[config.mk]
export PLATFORM = sky130hd
export DESIGN_NAME = iso7816_3_t0_tpdu_monitor
export DESIGN_NICKNAME = d
export VERILOG_FILES = /design/src/rtl/iso7816_t0_pkg.sv /design/src/rtl/t0_proc_byte_classifier.sv /design/src/rtl/iso7816_3_t0_tpdu_monitor.sv
export SDC_FILE = /design/constraint.sdc
export NUM_CORES = 1
export LEC_CHECK = 0
export BUFFER_PORTS_ARGS = -buffer_cell sky130_fd_sc_hd__buf_2
export CORE_UTILIZATION = 50
export CTS_CLUSTER_SIZE = 8
export DETAILED_ROUTE_END_ITERATION = 8
export MAX_ROUTING_LAYER = met4
export PLACE_DENSITY = 0.73
export SETUP_SLACK_MARGIN = 0.02
export SYNTH_ARGS = -nofsm -noshare
export SYNTH_HDL_FRONTEND = slang
export SYNTH_HIERARCHICAL = 1
export SYNTH_SLANG_ARGS = --single-unit
[constraint.sdc]
create_clock -name isoClk -period 3.5 [get_ports isoClk]
set_clock_uncertainty 0.1 [all_clocks]
set_input_delay 0.175 -clock isoClk [delete_from_list [all_inputs] [get_ports isoClk]]
set_output_delay 0.175 -clock isoClk [all_outputs]
set_load 0.02 [all_outputs]
[src/rtl/iso7816_t0_pkg.sv]
// Shared T=0 definitions: FSM states, error causes, procedure-byte classes.
package iso7816_t0_pkg;

    localparam int unsigned BYTE_W = 8;
    localparam int unsigned REM_W  = 9;
    localparam int unsigned IDX_W  = 3;

    localparam logic [BYTE_W-1:0] T0_NULL = 8'h60;

    typedef enum logic [2:0] {
        ST_HDR      = 3'd0,
        ST_PROC     = 3'd1,
        ST_DATA_ALL = 3'd2,
        ST_DATA_ONE = 3'd3,
        ST_SW2      = 3'd4
    } t0_state_e;

    typedef enum logic [1:0] {
        ERR_NONE        = 2'd0,
        ERR_BAD_INS     = 2'd1,
        ERR_BAD_PROC    = 2'd2,
        ERR_ACK_OVERRUN = 2'd3
    } t0_err_e;

    typedef enum logic [2:0] {
        PB_NULL    = 3'd0,
        PB_SW1     = 3'd1,
        PB_ACK     = 3'd2,
        PB_NACK    = 3'd3,
        PB_INVALID = 3'd4
    } t0_pb_class_e;

    typedef struct packed {
        logic [BYTE_W-1:0] cla;
        logic [BYTE_W-1:0] ins;
        logic [BYTE_W-1:0] p1;
        logic [BYTE_W-1:0] p2;
        logic [BYTE_W-1:0] p3;
    } t0_hdr_t;

    // 0x6X / 0x9X: status-word range, also illegal as INS
    function automatic logic is_sw_range(input logic [BYTE_W-1:0] b);
        return (b[7:4] == 4'h6) || (b[7:4] == 4'h9);
    endfunction

endpackage

[src/rtl/t0_proc_byte_classifier.sv]
// Classifies a T=0 procedure byte against the current INS.
module t0_proc_byte_classifier
    import iso7816_t0_pkg::*;
(
    input  logic [BYTE_W-1:0] pb,
    input  logic [BYTE_W-1:0] ins,
    output t0_pb_class_e      pb_class_c
);

    always_comb begin
        pb_class_c = PB_INVALID;
        if (pb == T0_NULL)
            pb_class_c = PB_NULL;
        else if (is_sw_range(pb))
            pb_class_c = PB_SW1;
        else if (pb == ins)
            pb_class_c = PB_ACK;
        else if (pb == (ins ^ 8'hFF))
            pb_class_c = PB_NACK;
    end

endmodule

[src/rtl/iso7816_3_t0_tpdu_monitor.sv]
// Passive T=0 TPDU tracker: header, procedure bytes, data and status word capture,
// plus the expected-direction hint for the analyzer.
module iso7816_3_t0_tpdu_monitor
    import iso7816_t0_pkg::*;
(
    input  logic              isoClk,
    input  logic              nReset,
    input  logic              enable,
    input  logic              byteValid,
    input  logic [BYTE_W-1:0] byteData,
    input  logic              byteError,
    output logic [BYTE_W-1:0] cla,
    output logic [BYTE_W-1:0] ins,
    output logic [BYTE_W-1:0] p1,
    output logic [BYTE_W-1:0] p2,
    output logic [BYTE_W-1:0] p3,
    output logic [BYTE_W-1:0] sw1,
    output logic [BYTE_W-1:0] sw2,
    output logic [REM_W-1:0]  remaining,
    output logic              waitCardTx,
    output logic              waitTermTx,
    output logic              tpduDone,
    output logic              procError,
    output logic [1:0]        errCode,
    output logic [BYTE_W-1:0] nullCnt,
    output logic [2:0]        state
);

    t0_state_e         state_q, state_d;
    logic [IDX_W-1:0]  idx_q, idx_d;
    t0_hdr_t           hdr_q, hdr_d;
    logic [BYTE_W-1:0] sw1_q, sw1_d, sw2_q, sw2_d;
    logic [REM_W-1:0]  remaining_q, remaining_d;
    logic [BYTE_W-1:0] null_cnt_q, null_cnt_d;
    t0_err_e           err_code_q, err_code_d;
    logic              done_q, done_d;
    logic              proc_err_q, proc_err_d;
    logic              wait_card_q, wait_card_d;
    logic              wait_term_q, wait_term_d;

    t0_pb_class_e      pb_class_c;
    logic              take_c;

    t0_proc_byte_classifier u_classifier (
        .pb         (byteData),
        .ins        (hdr_q.ins),
        .pb_class_c (pb_class_c)
    );

    assign take_c = byteValid && !byteError;

    always_ff @(posedge isoClk or negedge nReset) begin
        if (!nReset) begin
            state_q     <= ST_HDR;
            idx_q       <= '0;
            hdr_q       <= '0;
            sw1_q       <= '0;
            sw2_q       <= '0;
            remaining_q <= '0;
            null_cnt_q  <= '0;
            err_code_q  <= ERR_NONE;
            done_q      <= 1'b0;
            proc_err_q  <= 1'b0;
            wait_card_q <= 1'b0;
            wait_term_q <= 1'b0;
        end else begin
            state_q     <= state_d;
            idx_q       <= idx_d;
            hdr_q       <= hdr_d;
            sw1_q       <= sw1_d;
            sw2_q       <= sw2_d;
            remaining_q <= remaining_d;
            null_cnt_q  <= null_cnt_d;
            err_code_q  <= err_code_d;
            done_q      <= done_d;
            proc_err_q  <= proc_err_d;
            wait_card_q <= wait_card_d;
            wait_term_q <= wait_term_d;
        end
    end

    always_comb begin
        state_d     = state_q;
        idx_d       = idx_q;
        hdr_d       = hdr_q;
        sw1_d       = sw1_q;
        sw2_d       = sw2_q;
        remaining_d = remaining_q;
        null_cnt_d  = null_cnt_q;
        err_code_d  = err_code_q;
        done_d      = 1'b0;
        proc_err_d  = 1'b0;
        wait_card_d = 1'b0;
        wait_term_d = 1'b0;

        if (!enable) begin
            // disable wins over a coincident byte
            state_d     = ST_HDR;
            idx_d       = '0;
            remaining_d = '0;
            null_cnt_d  = '0;
        end else if (take_c) begin
            unique case (state_q)
                ST_HDR: begin
                    idx_d = idx_q + 3'd1;
                    case (idx_q)
                        3'd0:    hdr_d.cla = byteData;
                        3'd1:    hdr_d.ins = byteData;
                        3'd2:    hdr_d.p1  = byteData;
                        3'd3:    hdr_d.p2  = byteData;
                        default: begin
                            hdr_d.p3    = byteData;
                            idx_d       = '0;
                            remaining_d = (byteData == 8'h00) ? 9'd256 : {1'b0, byteData};
                            null_cnt_d  = '0;
                            state_d     = ST_PROC;
                            if (is_sw_range(hdr_q.ins)) begin
                                proc_err_d = 1'b1;
                                err_code_d = ERR_BAD_INS;
                            end
                        end
                    endcase
                end
                ST_PROC: begin
                    unique case (pb_class_c)
                        PB_NULL: begin
                            if (null_cnt_q != 8'hFF)
                                null_cnt_d = null_cnt_q + 8'd1;
                        end
                        PB_SW1: begin
                            sw1_d   = byteData;
                            state_d = ST_SW2;
                        end
                        PB_ACK, PB_NACK: begin
                            if (remaining_q == '0) begin
                                proc_err_d = 1'b1;
                                err_code_d = ERR_ACK_OVERRUN;
                            end else begin
                                state_d = (pb_class_c == PB_ACK) ? ST_DATA_ALL : ST_DATA_ONE;
                            end
                        end
                        default: begin
                            proc_err_d = 1'b1;
                            err_code_d = ERR_BAD_PROC;
                            idx_d      = '0;
                            state_d    = ST_HDR;
                        end
                    endcase
                end
                ST_DATA_ALL: begin
                    if (remaining_q != '0)
                        remaining_d = remaining_q - 9'd1;
                    if (remaining_q <= 9'd1)
                        state_d = ST_PROC;
                end
                ST_DATA_ONE: begin
                    if (remaining_q != '0)
                        remaining_d = remaining_q - 9'd1;
                    state_d = ST_PROC;
                end
                ST_SW2: begin
                    sw2_d   = byteData;
                    done_d  = 1'b1;
                    idx_d   = '0;
                    state_d = ST_HDR;
                end
                default: begin
                    idx_d   = '0;
                    state_d = ST_HDR;
                end
            endcase
        end

        // direction hint follows the state being entered
        if (enable) begin
            unique case (state_d)
                ST_HDR:                   begin wait_card_d = 1'b0; wait_term_d = 1'b1; end
                ST_PROC, ST_SW2:          begin wait_card_d = 1'b1; wait_term_d = 1'b0; end
                ST_DATA_ALL, ST_DATA_ONE: begin wait_card_d = 1'b1; wait_term_d = 1'b1; end
                default:                  begin wait_card_d = 1'b0; wait_term_d = 1'b1; end
            endcase
        end
    end

    assign cla        = hdr_q.cla;
    assign ins        = hdr_q.ins;
    assign p1         = hdr_q.p1;
    assign p2         = hdr_q.p2;
    assign p3         = hdr_q.p3;
    assign sw1        = sw1_q;
    assign sw2        = sw2_q;
    assign remaining  = remaining_q;
    assign waitCardTx = wait_card_q;
    assign waitTermTx = wait_term_q;
    assign tpduDone   = done_q;
    assign procError  = proc_err_q;
    assign errCode    = 2'(err_code_q);
    assign nullCnt    = null_cnt_q;
    assign state      = 3'(state_q);

endmodule

* Word-level counts from Yosys, hierarchy flattened
Cells that the tools add are included.
Operators by class: add/sub/neg operators 3, multipliers 0, divide/modulo/power cells 0, $lt $le $gt $ge 1, equal/unequal tests 35, shift-type cells 0, multiplexer cells 48, bitwise operators 2, reduce and logical (&&, ||, !) cells 29
Operators by type and width (number):
- $mux 9 | 5
- $mux 8 | 5
- $mux 3 | 13
- $reduce_and 4->1 | 7
- $eq 3x2->1 const B | 8
- $pmux 3 s3 | 2
- $pmux 9 s2 | 1
- $eq 8x8->1 | 2
- $pmux 8 s2 | 1
- $mux 1 | 13
- $eq 3x1->1 const B | 4
- $ne 3x3->1 const B | 4
- $pmux 3 s4 | 1
- $reduce_or 4->1 | 3
- $le 9x1->1 const B | 1
- $logic_not 3->1 | 3
- $logic_not 9->1 | 1
- $ne 3x2->1 const B | 3
- $reduce_bool 9->1 | 1
- $sub 9x1->9 const B | 1
- $add 8x1->8 const B | 1
- $eq 4x3->1 const B | 2
- $eq 4x4->1 const B | 2
- $eq 8x7->1 const B | 1
- 20 further kinds | 33
Storage, ports and cells: register bits after elaboration 85, bits in latches 0, memory bits (writable) 0, memory bits (read-only) 0, output and inout port bits 82, word-level logic and storage cells 134, memories kept 0

* Longest topological paths before layout
depth in word-level cells 17, gate-level depth with buffers 11, depth with buffers taken out 10

* Cells and area by module
Netlist, hierarchy kept.
By module, submodules not included:
- iso7816_3_t0_tpdu_monitor | instances 1, cells each 351, area each 4062.6 sq um
- t0_proc_byte_classifier | instances 1, cells each 25, area each 221.5 sq um

* Least setup slack after synthesis
Ideal clock, no wire load.
kind flip-flop to flip-flop, start register hdr_q (netlist bit ins[5]), end register null_cnt_q[1] (netlist: nullCnt[1]), library setup time 77 ps, data arrival time 2699 ps, data required time 3323 ps, path slack 624 ps, stages on the path, launching flop included 12, path buffers 1, period minus slack after synthesis 2876 ps, cell sequence dfrtp_1 > xnor2_1 > nand4_1 > or2_1 > and3b_1 > nor3_1 > o311ai_0 > o21a_1 > or4_1 > buf_2 > or2_0 > a21oi_1
Between the ends: word-level cells in the longest chain between the ends 9, elaborated cells between the ends (all ways) 10, classes of those cells eq/ne (3); mux (4); bitwise (1); reduce/logical (2)
RTL lines:
- start: declaration | line iso7816_3_t0_tpdu_monitor.sv:31 | t0_hdr_t hdr_q, hdr_d;
- start signal: assignment | line iso7816_3_t0_tpdu_monitor.sv:69 | hdr_q <= hdr_d;
- $not 8->8 (no line)
- $eq 8x8->1 | line t0_proc_byte_classifier.sv:18 | else if (pb == (ins ^ 8'hFF))
- $mux 3 | line t0_proc_byte_classifier.sv:18
- $mux 3 (*) | line t0_proc_byte_classifier.sv:16 | else if (pb == ins)
- $mux 3 (*) | line t0_proc_byte_classifier.sv:14 | else if (is_sw_range(pb))
- $mux 3 (*) | line t0_proc_byte_classifier.sv:12 | if (pb == T0_NULL)
- named net pb_class_c[2] | line iso7816_3_t0_tpdu_monitor.sv:41 | t0_pb_class_e pb_class_c;
- $logic_not 3->1 (*) | line iso7816_3_t0_tpdu_monitor.sv:125 | unique case (pb_class_c)
- $ne 3x2->1 (no line) (*)
- $reduce_and 5->1 (no line) (*)
- end signal: assignment | line iso7816_3_t0_tpdu_monitor.sv:73 | null_cnt_q <= null_cnt_d;
- end: declaration | line iso7816_3_t0_tpdu_monitor.sv:34 | logic [BYTE_W-1:0] null_cnt_q, null_cnt_d;
The timed path passes the listed nets; every way through them passes the cells marked *. A chain may end at the register's enable or synchronous reset.

* Final worst setup path
Ends and elaborated chain as after synthesis.

==> summary.txt <==
Yosys
  • Dominant register cell in the synthesized netlist: sky130_fd_sc_hd__dfrtp_1
  • Fraction of synthesized cell area taken by the top area cell type: 0.496
  • Warning count from the yosys run: 6
  • Seq cells post-synth: 85
  • Dominant cells by area after synthesis: sky130_fd_sc_hd__dfrtp_1, sky130_fd_sc_hd__mux2_2, sky130_fd_sc_hd__a21oi_1
  • Synth Instances: 376
  • Mapped Area: approximately 0.0043 mm²
  • Top cell types by occurrence after synthesis: sky130_fd_sc_hd__dfrtp_1, sky130_fd_sc_hd__mux2_2, sky130_fd_sc_hd__a21oi_1
  • Cell with the most instances after synthesis: sky130_fd_sc_hd__dfrtp_1
  • Avg Cell Area, Syn: ~11 µm²
  • Post-synth net total: between 300 and 400
  • Share of synthesized area occupied by flip-flops and latches: 0.496
  • Proportion of register bits with asynchronous set or reset after synthesis: 1.00
  • Cell taking the most area after synthesis: sky130_fd_sc_hd__dfrtp_1
  • Unique masters post-synth: 63
  • Number of enable flip-flop cells after synthesis: 0

Critical path
  • Largest fanout on the critical path: 9
  • Worst R2R End: nullCnt[1]
  • Start-to-end type of the worst setup path: reg -> reg
  • Endpoint class of the critical path: flop
  • Source of the worst register-to-register timing path: ins[5]
  • Critical Path Source Type: flop
  • R2r worst-path depth: 10
  • Reg2Reg Setup Slack: 360 ps
  • CP arrival: 3320 ps
  • Required @ worst endpoint: 3690 ps

Global routing
  • Initial antenna violation count: 0
  • Grt total ovfl: 0
  • Overall fraction of global-route tracks in use: 0.239
  • Global-route wire length before repair: approximately 16,000 µm
  • Number of global-route vias before repair: 3,143
  • Largest net degree at the start of global routing: 86

Placed design
  • Input/output buffers: 94
  • Global placement routability congestion: 0.908
  • Post-detail-place hpwl: 6540 µm

Finish
  • Share of layout cells above drive strength 1: 0.398
  • Final standard cell utilization of the core: 0.602
  • Layout overhead on the synthesized area: 16.1%
  • Antenna fix cells: 0
  • NumNets Final: slightly below 500

Timing
  • Crit path time final: 3140 ps
  • Relative slew slack: 0.294
  • Final period util: 0.896
  • Number of max-slew violations in the final report: 0
  • Final Hold Slack: 150 ps
  • Final total negative setup slack: 0 ps
  • Setup-failing EPs final: 0
  • Slew @ Worst Pin: around 1100 ps
  • Number of failing hold endpoints at the final stage: 0
  • RSZ-0062 raised after global routing: no
  • Maximum clock frequency: 319 MHz

Min path
  • Hold Crit Class: in -> reg
  • Hold path start: enable
  • Endpoint of the worst hold path: remaining[3]
  • Number of stages on the worst hold path: 2

Floorplanning
  • Std-Cell Core Area: roughly 0.0083 mm²
  • Die Area: 0.00894 mm²
  • Num rows: 33
  • Effective utilization at floorplan: 0.519
  • Y dimension of the die: 94.6 µm
  • I/O pin count: 95
  • Overall die width: 94.6 µm

Routing
  • DRC marker count from the first detailed-route iteration: between 150 and 200
  • Mean routed wirelength per cell: 16.8 µm
  • DRC violation count after routing: 0
  • Number of vias in the routed layout: between 3,000 and 4,000
  • Number of nets with antenna violations after routing: 0
  • DRT Wirelength: 9610 µm
  • Mean number of vias per cell: ~5.7
  • First-pass detailed-route iteration total: 4

Clock network
  • Number of sinks driven by the clock tree: 85
  • Number of buffers on the longest clock path: 2
  • TritonCTS Buffers: 9
  • Count of cells resized by post-cts repair: 0
  • CTS clk-pin slew, worst paths: about 90 ps
  • Library cell used as clock root buffer: sky130_fd_sc_hd__clkbuf_8
  • Number of levels the H-tree was split into: 3
  • Clock latency of the later-clocked register in the worst-skew pair: 360 ps
  • TritonCTS clock tree: built

Job
  • Max cap viols: 0

Run status
  • Result of the run: completed

Pwr
  • Pwr per Cell Area: between 400 and 500 mW/mm²
  • Pleak: 2.54 nW
  • Peak supply drop: 0.288 mV
  • Total power after layout: 0.00209 W
==> worst max-delay path: stages (launching register included) <==
cell and delay, ps:
sky130_fd_sc_hd__dfrtp_1 430, sky130_fd_sc_hd__xnor2_1 330, sky130_fd_sc_hd__nand4_1 150, sky130_fd_sc_hd__or2_1 260
sky130_fd_sc_hd__and3b_1 220, sky130_fd_sc_hd__nor3_1 270, sky130_fd_sc_hd__o311ai_0 190, sky130_fd_sc_hd__o21a_1 160
sky130_fd_sc_hd__or4_1 550, sky130_fd_sc_hd__or2_0 270, sky130_fd_sc_hd__a21oi_1 130
==> how the worst max path moves through the flow <==
stage | start | to | slack, ps
after floorplan | ins[5] | nullCnt[1] | 620
after global placement | ins[5] | nullCnt[1] | 540
after detailed placement | ins[5] | nullCnt[1] | 410
after CTS | ins[5] | nullCnt[1] | 380
after global routing | ins[5] | nullCnt[1] | 70
final | ins[5] | nullCnt[1] | 360
==> area by class of cell <==
type	instances	area (µm²)
Fill cell	729	3280
Clock inverter	6	51.3
Multi-Input combinational cell	255	1990
Timing Repair Buffer	95	483
Sequential cell	85	2130
Inverter	16	60.1
Tap cell	105	131
Clock buffer	10	128
==> metrics by stage <==
| step | std cells | setup WS, ps | area, µm² |
|---|---|---|---|
| finish | 572 | 363 | 4970 |
| global route | 572 | 71.7 | 4970 |
| CTS | 572 | 376 | 4970 |
| detailed placement | 555 | 412 | 4780 |
| global placement | 555 | 545 | 4780 |
| floorplan | 376 | 624 | 4280 |
==> report_power, final <==
part           switching [W]  total [W]  internal, W
combinational       0.000214   0.000345     0.000131
sequential         0.0000444    0.00108      0.00104
clock               0.000384   0.000656     0.000271
total               0.000643    0.00209      0.00144
==> logic make-up (layout without fill, tap and decap cells) <==
kind of cell	count (synthesis)	in the layout	share of synthesized area
AOI/OAI and AO/OA	68	68	0.109
xor gates and xnor gates	10	10	0.0222
adders and majority gates	9	9	0.0263
buffers and inverters	36	127	0.0383
DFF	85	85	0.496
muxes	59	59	0.155
and+or+nand+nor	109	109	0.153
==> per-layer routing <==
layer | global-route usage | wire length, µm | up-vias
met3 | 0.0539 | 676 | 20
met4 | 0.102 | 211 | 0
met1 | 0.315 | 4280 | 1594
met2 | 0.355 | 4440 | 109
li1 | - | - | 1519
met5 | - | 0 | -
==> sequential cells by signal (all words and copies together) (netlist names) <==
signal      count
idx_q           3
tpduDone        1
sw1             8
p3              8
sw2             8
p1              8
nullCnt         8
state           3
procError       1
p2              8
waitTermTx      1
ins             8
cla             8
waitCardTx      1
remaining       9
errCode         2
==> placed cells by master (no fill, tap or decap), types with 3 or more instances in the layout <==
cell type,synthesis,routed
sky130_fd_sc_hd__a21o_1,3,3
sky130_fd_sc_hd__a21oi_1,26,26
sky130_fd_sc_hd__a22oi_1,3,3
sky130_fd_sc_hd__a31oi_1,3,3
sky130_fd_sc_hd__buf_2,3,93
sky130_fd_sc_hd__clkbuf_8,2,9
sky130_fd_sc_hd__dfrtp_1,85,85
sky130_fd_sc_hd__ha_1,9,9
sky130_fd_sc_hd__inv_1,16,16
sky130_fd_sc_hd__inv_6,0,5
sky130_fd_sc_hd__mux2_2,57,57
sky130_fd_sc_hd__nand2_1,25,25
sky130_fd_sc_hd__nand2b_1,6,6
sky130_fd_sc_hd__nand3_1,11,11
sky130_fd_sc_hd__nand4_1,7,7
sky130_fd_sc_hd__nor2_1,20,20
sky130_fd_sc_hd__nor3_1,5,5
sky130_fd_sc_hd__nor4_4,3,3
sky130_fd_sc_hd__o21ai_0,11,11
sky130_fd_sc_hd__o32ai_1,6,6
sky130_fd_sc_hd__or2_2,4,4
sky130_fd_sc_hd__xnor2_1,8,8
==> what timing repair did <==
action | CTS | global route
hold buffers | 1 | 0
buffers inserted | 0 | 0
endpoints found under the setup margin | 0 | 0
endpoints found under the hold margin | 85 | 0
No activity file was read; power rests on OpenSTA's default activity.
